## config.mk

```make
export PLATFORM = sky130hd
export DESIGN_NAME = qam_demodulator
export DESIGN_NICKNAME = d
export VERILOG_FILES = /design/src/rtl/qam_demodulator.sv
export SDC_FILE = /design/constraint.sdc
export NUM_CORES = 1
export LEC_CHECK = 0
export CORE_ASPECT_RATIO = 2
export CORE_MARGIN = 2
export CORE_UTILIZATION = 40
export DETAILED_ROUTE_END_ITERATION = 10
export MAX_ROUTING_LAYER = met4
export PLACE_DENSITY_LB_ADDON = 0.2
export SLEW_MARGIN = 20
export SYNTH_ARGS = -nofsm -noshare
export SYNTH_HDL_FRONTEND = slang
export SYNTH_SLANG_ARGS = --single-unit
```

## constraint.sdc

```tcl
create_clock -name clk -period 9.2 [get_ports clk]
set_input_delay 1.38 -clock clk [delete_from_list [all_inputs] [get_ports clk]]
set_output_delay 1.38 -clock clk [all_outputs]
set_load 0.005 [all_outputs]
```

## src/rtl/qam_demodulator.sv

```systemverilog
// 16-QAM coherent demodulator: per-symbol I/Q correlation against a 16-entry sine LUT, then 4-level slicing.
// Optional serial bit output is built when QAM_DEMOD_SERIAL_OUT_EN is defined.
module qam_demodulator #(
    parameter int unsigned        SPS       = 16,
    parameter logic signed [23:0] SLICE_THR = 24'sd1048576
) (
    input  logic              clk,
    input  logic              rst,
    input  logic signed [9:0] sample,
    input  logic              sample_valid,
    input  logic              sym_start,
    output logic [1:0]        SigI,
    output logic [1:0]        SigQ,
    output logic              sym_valid,
    output logic              sync_err
`ifdef QAM_DEMOD_SERIAL_OUT_EN
    ,
    output logic              bit_out,
    output logic              bit_valid,
    input  logic              bit_ready,
    output logic              overrun
`endif
);

    localparam int unsigned SAMP_W = 10;
    localparam int unsigned PROD_W = 20;
    localparam int unsigned ACC_W  = 24;
    localparam int unsigned IDX_W  = 4;

    localparam logic [1:0] S_IDLE  = 2'd0;
    localparam logic [1:0] S_ACCUM = 2'd1;
    localparam logic [1:0] S_DUMP  = 2'd2;

    localparam logic [IDX_W-1:0] LAST_IDX = IDX_W'(SPS - 1);

    // round(511*sin(2*pi*k/16))
    function automatic logic signed [SAMP_W-1:0] sin_lut(input logic [IDX_W-1:0] k);
        case (k)
            4'd0:    return 10'sd0;
            4'd1:    return 10'sd196;
            4'd2:    return 10'sd361;
            4'd3:    return 10'sd472;
            4'd4:    return 10'sd511;
            4'd5:    return 10'sd472;
            4'd6:    return 10'sd361;
            4'd7:    return 10'sd196;
            4'd8:    return 10'sd0;
            4'd9:    return -10'sd196;
            4'd10:   return -10'sd361;
            4'd11:   return -10'sd472;
            4'd12:   return -10'sd511;
            4'd13:   return -10'sd472;
            4'd14:   return -10'sd361;
            default: return -10'sd196;
        endcase
    endfunction

    // Gray-coded 4-level decision: 00 < 01 < 0 <= 11 < 10
    function automatic logic [1:0] slice(input logic signed [ACC_W-1:0] a);
        if (a < -SLICE_THR)      return 2'b00;
        else if (a < 24'sd0)     return 2'b01;
        else if (a < SLICE_THR)  return 2'b11;
        else                     return 2'b10;
    endfunction

    logic [1:0]               r_state;
    logic [IDX_W-1:0]         r_idx;
    logic signed [ACC_W-1:0]  r_acc_i;
    logic signed [ACC_W-1:0]  r_acc_q;
    logic [1:0]               r_sig_i;
    logic [1:0]               r_sig_q;
    logic                     r_sym_valid;
    logic                     r_sync_err;

    logic [1:0]               w_state_nxt;
    logic [IDX_W-1:0]         w_idx_nxt;
    logic signed [ACC_W-1:0]  w_acc_i_nxt;
    logic signed [ACC_W-1:0]  w_acc_q_nxt;
    logic [1:0]               w_sig_i_nxt;
    logic [1:0]               w_sig_q_nxt;
    logic                     w_sym_valid_nxt;
    logic                     w_sync_err_nxt;

    logic                     w_sof;
    logic [IDX_W-1:0]         w_idx_sel;
    logic signed [SAMP_W-1:0] w_cos;
    logic signed [SAMP_W-1:0] w_sin;
    logic signed [PROD_W-1:0] w_prod_i;
    logic signed [PROD_W-1:0] w_prod_q;
    logic signed [ACC_W-1:0]  w_prod_i_ext;
    logic signed [ACC_W-1:0]  w_prod_q_ext;
    logic [1:0]               w_slice_i;
    logic [1:0]               w_slice_q;

    // Any symbol start (from IDLE, DUMP or an ACCUM restart) correlates at index 0
    assign w_sof        = sample_valid & sym_start;
    assign w_idx_sel    = (r_state == S_ACCUM && !sym_start) ? r_idx : '0;
    assign w_sin        = sin_lut(w_idx_sel);
    assign w_cos        = sin_lut(w_idx_sel + IDX_W'(4));
    assign w_prod_i     = PROD_W'(sample) * PROD_W'(w_cos);
    assign w_prod_q     = PROD_W'(sample) * PROD_W'(w_sin);
    assign w_prod_i_ext = ACC_W'(w_prod_i);
    assign w_prod_q_ext = ACC_W'(w_prod_q);
    assign w_slice_i    = slice(r_acc_i);
    assign w_slice_q    = slice(r_acc_q);

    always_comb begin
        w_state_nxt     = r_state;
        w_idx_nxt       = r_idx;
        w_acc_i_nxt     = r_acc_i;
        w_acc_q_nxt     = r_acc_q;
        w_sig_i_nxt     = r_sig_i;
        w_sig_q_nxt     = r_sig_q;
        w_sym_valid_nxt = 1'b0;
        w_sync_err_nxt  = 1'b0;
        case (r_state)
            S_IDLE: begin
                if (w_sof) begin
                    w_acc_i_nxt = w_prod_i_ext;
                    w_acc_q_nxt = w_prod_q_ext;
                    w_idx_nxt   = IDX_W'(1);
                    w_state_nxt = S_ACCUM;
                end
            end
            S_ACCUM: begin
                if (sample_valid) begin
                    if (sym_start && r_idx != '0) begin
                        w_sync_err_nxt = 1'b1;
                        w_acc_i_nxt    = w_prod_i_ext;
                        w_acc_q_nxt    = w_prod_q_ext;
                        w_idx_nxt      = IDX_W'(1);
                    end else begin
                        w_acc_i_nxt = r_acc_i + w_prod_i_ext;
                        w_acc_q_nxt = r_acc_q + w_prod_q_ext;
                        w_idx_nxt   = r_idx + IDX_W'(1);
                        if (r_idx == LAST_IDX) begin
                            w_idx_nxt   = '0;
                            w_state_nxt = S_DUMP;
                        end
                    end
                end
            end
            S_DUMP: begin
                w_sig_i_nxt     = w_slice_i;
                w_sig_q_nxt     = w_slice_q;
                w_sym_valid_nxt = 1'b1;
                if (w_sof) begin
                    w_acc_i_nxt = w_prod_i_ext;
                    w_acc_q_nxt = w_prod_q_ext;
                    w_idx_nxt   = IDX_W'(1);
                    w_state_nxt = S_ACCUM;
                end else begin
                    w_sync_err_nxt = sample_valid;
                    w_state_nxt    = S_IDLE;
                end
            end
            default: w_state_nxt = S_IDLE;
        endcase
    end

    always_ff @(posedge clk or negedge rst) begin
        if (!rst) begin
            r_state     <= S_IDLE;
            r_idx       <= '0;
            r_acc_i     <= '0;
            r_acc_q     <= '0;
            r_sig_i     <= 2'b00;
            r_sig_q     <= 2'b00;
            r_sym_valid <= 1'b0;
            r_sync_err  <= 1'b0;
        end else begin
            r_state     <= w_state_nxt;
            r_idx       <= w_idx_nxt;
            r_acc_i     <= w_acc_i_nxt;
            r_acc_q     <= w_acc_q_nxt;
            r_sig_i     <= w_sig_i_nxt;
            r_sig_q     <= w_sig_q_nxt;
            r_sym_valid <= w_sym_valid_nxt;
            r_sync_err  <= w_sync_err_nxt;
        end
    end

    assign SigI      = r_sig_i;
    assign SigQ      = r_sig_q;
    assign sym_valid = r_sym_valid;
    assign sync_err  = r_sync_err;

`ifdef QAM_DEMOD_SERIAL_OUT_EN
    logic [3:0] r_shift;
    logic [2:0] r_bit_cnt;
    logic       r_bit_valid;
    logic       r_overrun;
    logic [3:0] w_shift_nxt;
    logic [2:0] w_bit_cnt_nxt;
    logic       w_overrun_nxt;
    logic       w_xfer;
    logic       w_remain;

    // A symbol arriving on the final bit's transfer cycle is not an overrun
    assign w_xfer   = r_bit_valid & bit_ready;
    assign w_remain = r_bit_valid & !(w_xfer && r_bit_cnt == 3'd1);

    always_comb begin
        w_shift_nxt   = r_shift;
        w_bit_cnt_nxt = r_bit_cnt;
        w_overrun_nxt = 1'b0;
        if (w_xfer) begin
            w_shift_nxt   = {r_shift[2:0], 1'b0};
            w_bit_cnt_nxt = r_bit_cnt - 3'd1;
        end
        if (r_state == S_DUMP) begin
            if (w_remain) begin
                w_overrun_nxt = 1'b1;
            end else begin
                w_shift_nxt   = {w_slice_i, w_slice_q};
                w_bit_cnt_nxt = 3'd4;
            end
        end
    end

    always_ff @(posedge clk or negedge rst) begin
        if (!rst) begin
            r_shift     <= '0;
            r_bit_cnt   <= '0;
            r_bit_valid <= 1'b0;
            r_overrun   <= 1'b0;
        end else begin
            r_shift     <= w_shift_nxt;
            r_bit_cnt   <= w_bit_cnt_nxt;
            r_bit_valid <= (w_bit_cnt_nxt != 3'd0);
            r_overrun   <= w_overrun_nxt;
        end
    end

    assign bit_out   = r_shift[3];
    assign bit_valid = r_bit_valid;
    assign overrun   = r_overrun;
`endif

endmodule

```

==> summary by stage <==
Status
The run finished with clean final reports.

CTS
After clock tree synthesis, the flow added hold-fix buffers numbering 0. The CTS tree is built. The number of H-tree levels is 3.

Clock tree synthesis found a total of 60 sinks. The clock-pin slew of the registers on the worst-case setup and hold paths is approximately 60 ps. TritonCTS created 9 clock buffers. The clock reaches the later pin of the worst-skew pair after about 350 ps.

The number of buffers between clock root and the deepest sink is 2. Clock tree synthesis selected as its root buffer the cell clkbuf_16.

Timing
The period utilization is 0.953. Across the routed clock network, the largest skew measured is between 6 and 7 ps. The maximum operating frequency is 114 MHz. The number of pins exceeding their max-slew limit in the final report is 0. Measured against its own limit, the worst slew margin works out to 0.387. The final critical path time including I/O delays and setup is 8770 ps. The total setup violations reported at the end of the flow is 0. The final number of hold-violating endpoints is 0. The worst-margin pin slew is 915 ps.

Placed design
The congestion estimate from routability-driven global placement came to a little under 0.9. Port buffering added 19 buffers. The estimated wirelength of the detail-placed design is 29.3 mm.

Drt
For this run, design rule violations remaining after detail routing come to 0. After the first detailed-routing iteration, the DRC count stood at 650. For this run, the detailed router's first-pass iteration total came to 5. The average routed wire per standard cell is roughly 15 um. The routed design has 35.4 mm of wire. The detail route stage leaves a number of antenna-violating nets equal to 0. The via count normalized by instance count is 5.18. The via count of the routed design is 11,800.

Cells and area
Of the cells placed in the final design, the portion with a size suffix greater than 1 is 0.154. The core occupancy in the finished layout is 0.479. The repair_antennas step left the layout with diodes totalling 0. Compared with the post-synthesis result, the final layout area differs by 18.8%. The final layout contains 2,207 nets. The count of filler cells inserted in the layout is approximately 3,400.

Synthesis
In the post-synthesis netlist, the biggest area contributors are fa_1 27%, ha_1 15%, dfrtp_1 11%, inv_1 7.8%, nand2_1 5.2%. In this run the cell area of the synthesized design comes to 13,800 sq um. In this run, synthesis inferred 0 flip-flops with an integrated enable. The library cell with the largest summed area after synthesis is fa_1. The post-synthesis average cell area is 8.37 sq um.

For this run, the number of Yosys warnings is 0. The cell count after synthesis is between 1,500 and 2,000. Of the synthesized area, sequential elements account for 0.109. When the netlist entered floorplanning its net count stood at 2,016. In this run, synthesis produced a sequential element count of 60. The share of Yosys cell area claimed by the top area cell type is 0.267. The async set or reset register ratio after synthesis is 1.00. The count of unique library cells instantiated by Yosys is 76. The most used flip-flop cell after synthesis is dfrtp_1.

Worst setup path
Of all nets on the critical path, the largest fanout is 4. The arrival time at the worst endpoint is 8980 ps. The worst stage delay on the critical path is roughly 560 ps.

The slowest stage of the critical path belongs to the cell fa_1. The required time of the worst setup path is 9420 ps. The path type of the worst setup path is in -> reg. The most prevalent standard cell on the critical path is inv_1. The kind of start point of the critical path is a primary input. The worst setup path is captured at a flop.

Global route
The via count of the first global-routing pass was 12,700. The pin count of the biggest net entering global routing is 65. The overall overflow remaining after global route is 0.

The initial antenna violation count is 0. The first global-routing pass estimated 60.1 mm of wire. Across every metal layer, demand over resource in global routing totals 0.214.

Worst hold path
The tightest min-delay check is of the reg -> reg type.

Floorplan
During I/O placement, the number of pins put on the boundary was 20. The initial utilization of the core area, before any placement, comes to 0.404. The die boundary width is 135 um. The standard-cell row count is 96. The core region is 34,200 sq um. The overall die height is 267 um. The area enclosed by the die boundary is about 36,000 sq um.

Run
Max-cap violations in this run came to 0.
[cell usage in the layout (no fill, tap or decap), drive strengths merged, types with 5 or more instances in the layout]
cell,synthesis,layout
clkdlybuf4s50,0,17
nand3,30,30
a211oi,18,18
clkbuf,52,12
nor2b,24,24
inv,287,287
o211ai,6,6
nor3,19,19
o21a,12,12
a31oi,16,16
dfrtp,60,60
a21o,25,25
a21oi,99,99
o21bai,11,11
a211o,5,5
and3,14,14
o31ai,8,8
or3,10,10
or2,10,10
nand2,193,193
a22oi,7,7
xor2,17,17
fa,184,184
nand2b,12,12
xnor2,50,50
ha,167,167
nor2,92,92
o31a,5,5
nand4,6,6
o21ai,72,72
mux2i,6,6
and2,73,73
buf,4,218
[metal layers]
layer	vias up	track usage	wire length [um]
li1	5749	-	-
met3	45	0.0137	601
met4	0	0.0715	912
met5	-	-	0
met2	152	0.417	20600
met1	5903	0.223	13300
[path summary, 6_finish.rpt]
kind                                 start     endpoint  slack, ps  cells after the start
worst max-delay path             sym_start  r_acc_i[23]        430                     35
worst min-delay path               SigQ[0]      SigQ[0]        490                      2
worst max register to register  r_state[0]  r_acc_i[23]        640                     35
worst min register to register     SigQ[0]      SigQ[0]        490                      2
max in group asynchronous              rst  r_acc_i[10]       7360                      2
min in group asynchronous              rst  r_acc_q[15]       1210                      2
[final cells by class]
cell class                      count  area, sq um  share of cell area
Timing Repair Buffer              236         1820               0.111
Clock buffer                       12          256              0.0156
Clock inverter                      4         47.5             0.00290
Inverter                          287         1080              0.0656
Tap cell                          441          552              0.0336
Sequential cell                    60         1500              0.0915
Multi-Input combinational cell   1248        11200               0.680
[flip-flops by register name (all words and copies together), names as in the netlist]
name,count
r_state,2
SigQ,2
sync_err,1
r_idx,4
r_acc_i,24
r_acc_q,24
SigI,2
sym_valid,1
[cells in the mapped netlist, types with 18 or more instances]
cell type / number
nand2_1: 193
inv_1: 287
dfrtp_1: 60
o21ai_0: 64
fa_1: 184
nand3_1: 29
and2_1: 73
clkbuf_1: 52
a21o_1: 25
nor2_1: 91
a21oi_1: 99
nor2b_1: 24
ha_1: 167
nor3_1: 18
xnor2_1: 47
[stage by stage]
| step | cells | hold WS, ps | setup slack, ps | instance area, sq um | TNS, ps |
|---|---|---|---|---|---|
| floorplan | 1651 | 456 | 43.6 | 13800 | 0 |
| CTS | 2287 | 491 | 26.4 | 16300 | 0 |
| detailed placement | 2271 | 477 | -532 | 16000 | -3670 |
| finish | 2288 | 487 | 432 | 16400 | 0 |
| global placement | 2271 | 467 | -326 | 16000 | -2110 |
| global route | 2288 | 511 | -2.65 | 16400 | -2.65 |
[logic make-up after synthesis]
kind of cell / synth area share
adders and majority gates: 0.418
buffers and inverters: 0.0932
and+or+nand+nor: 0.168
muxes: 0.00598
xor gates and xnor gates: 0.0483
DFF: 0.109
AOI/OAI and AO/OA: 0.158
[critical path: cells and delay by family]
family          cells  cell delay [ps]
compound gates      9             2030
simple gates        8             1340
xor+xnor            1              160
buf+inv             9              850
fa+ha+maj           8             3220
[repair_timing]
| item | in CTS | in global routing |
|---|---|---|
| setup endpoints to repair | 4 | 19 |
| pin swaps | 0 | 3 |
| resized for setup | 7 | 13 |
| buffers inserted | 0 | 1 |
Power is left out: the tool's default activity adds up to more than one toggle a clock period on the data nets, which glitch-free logic cannot reach.
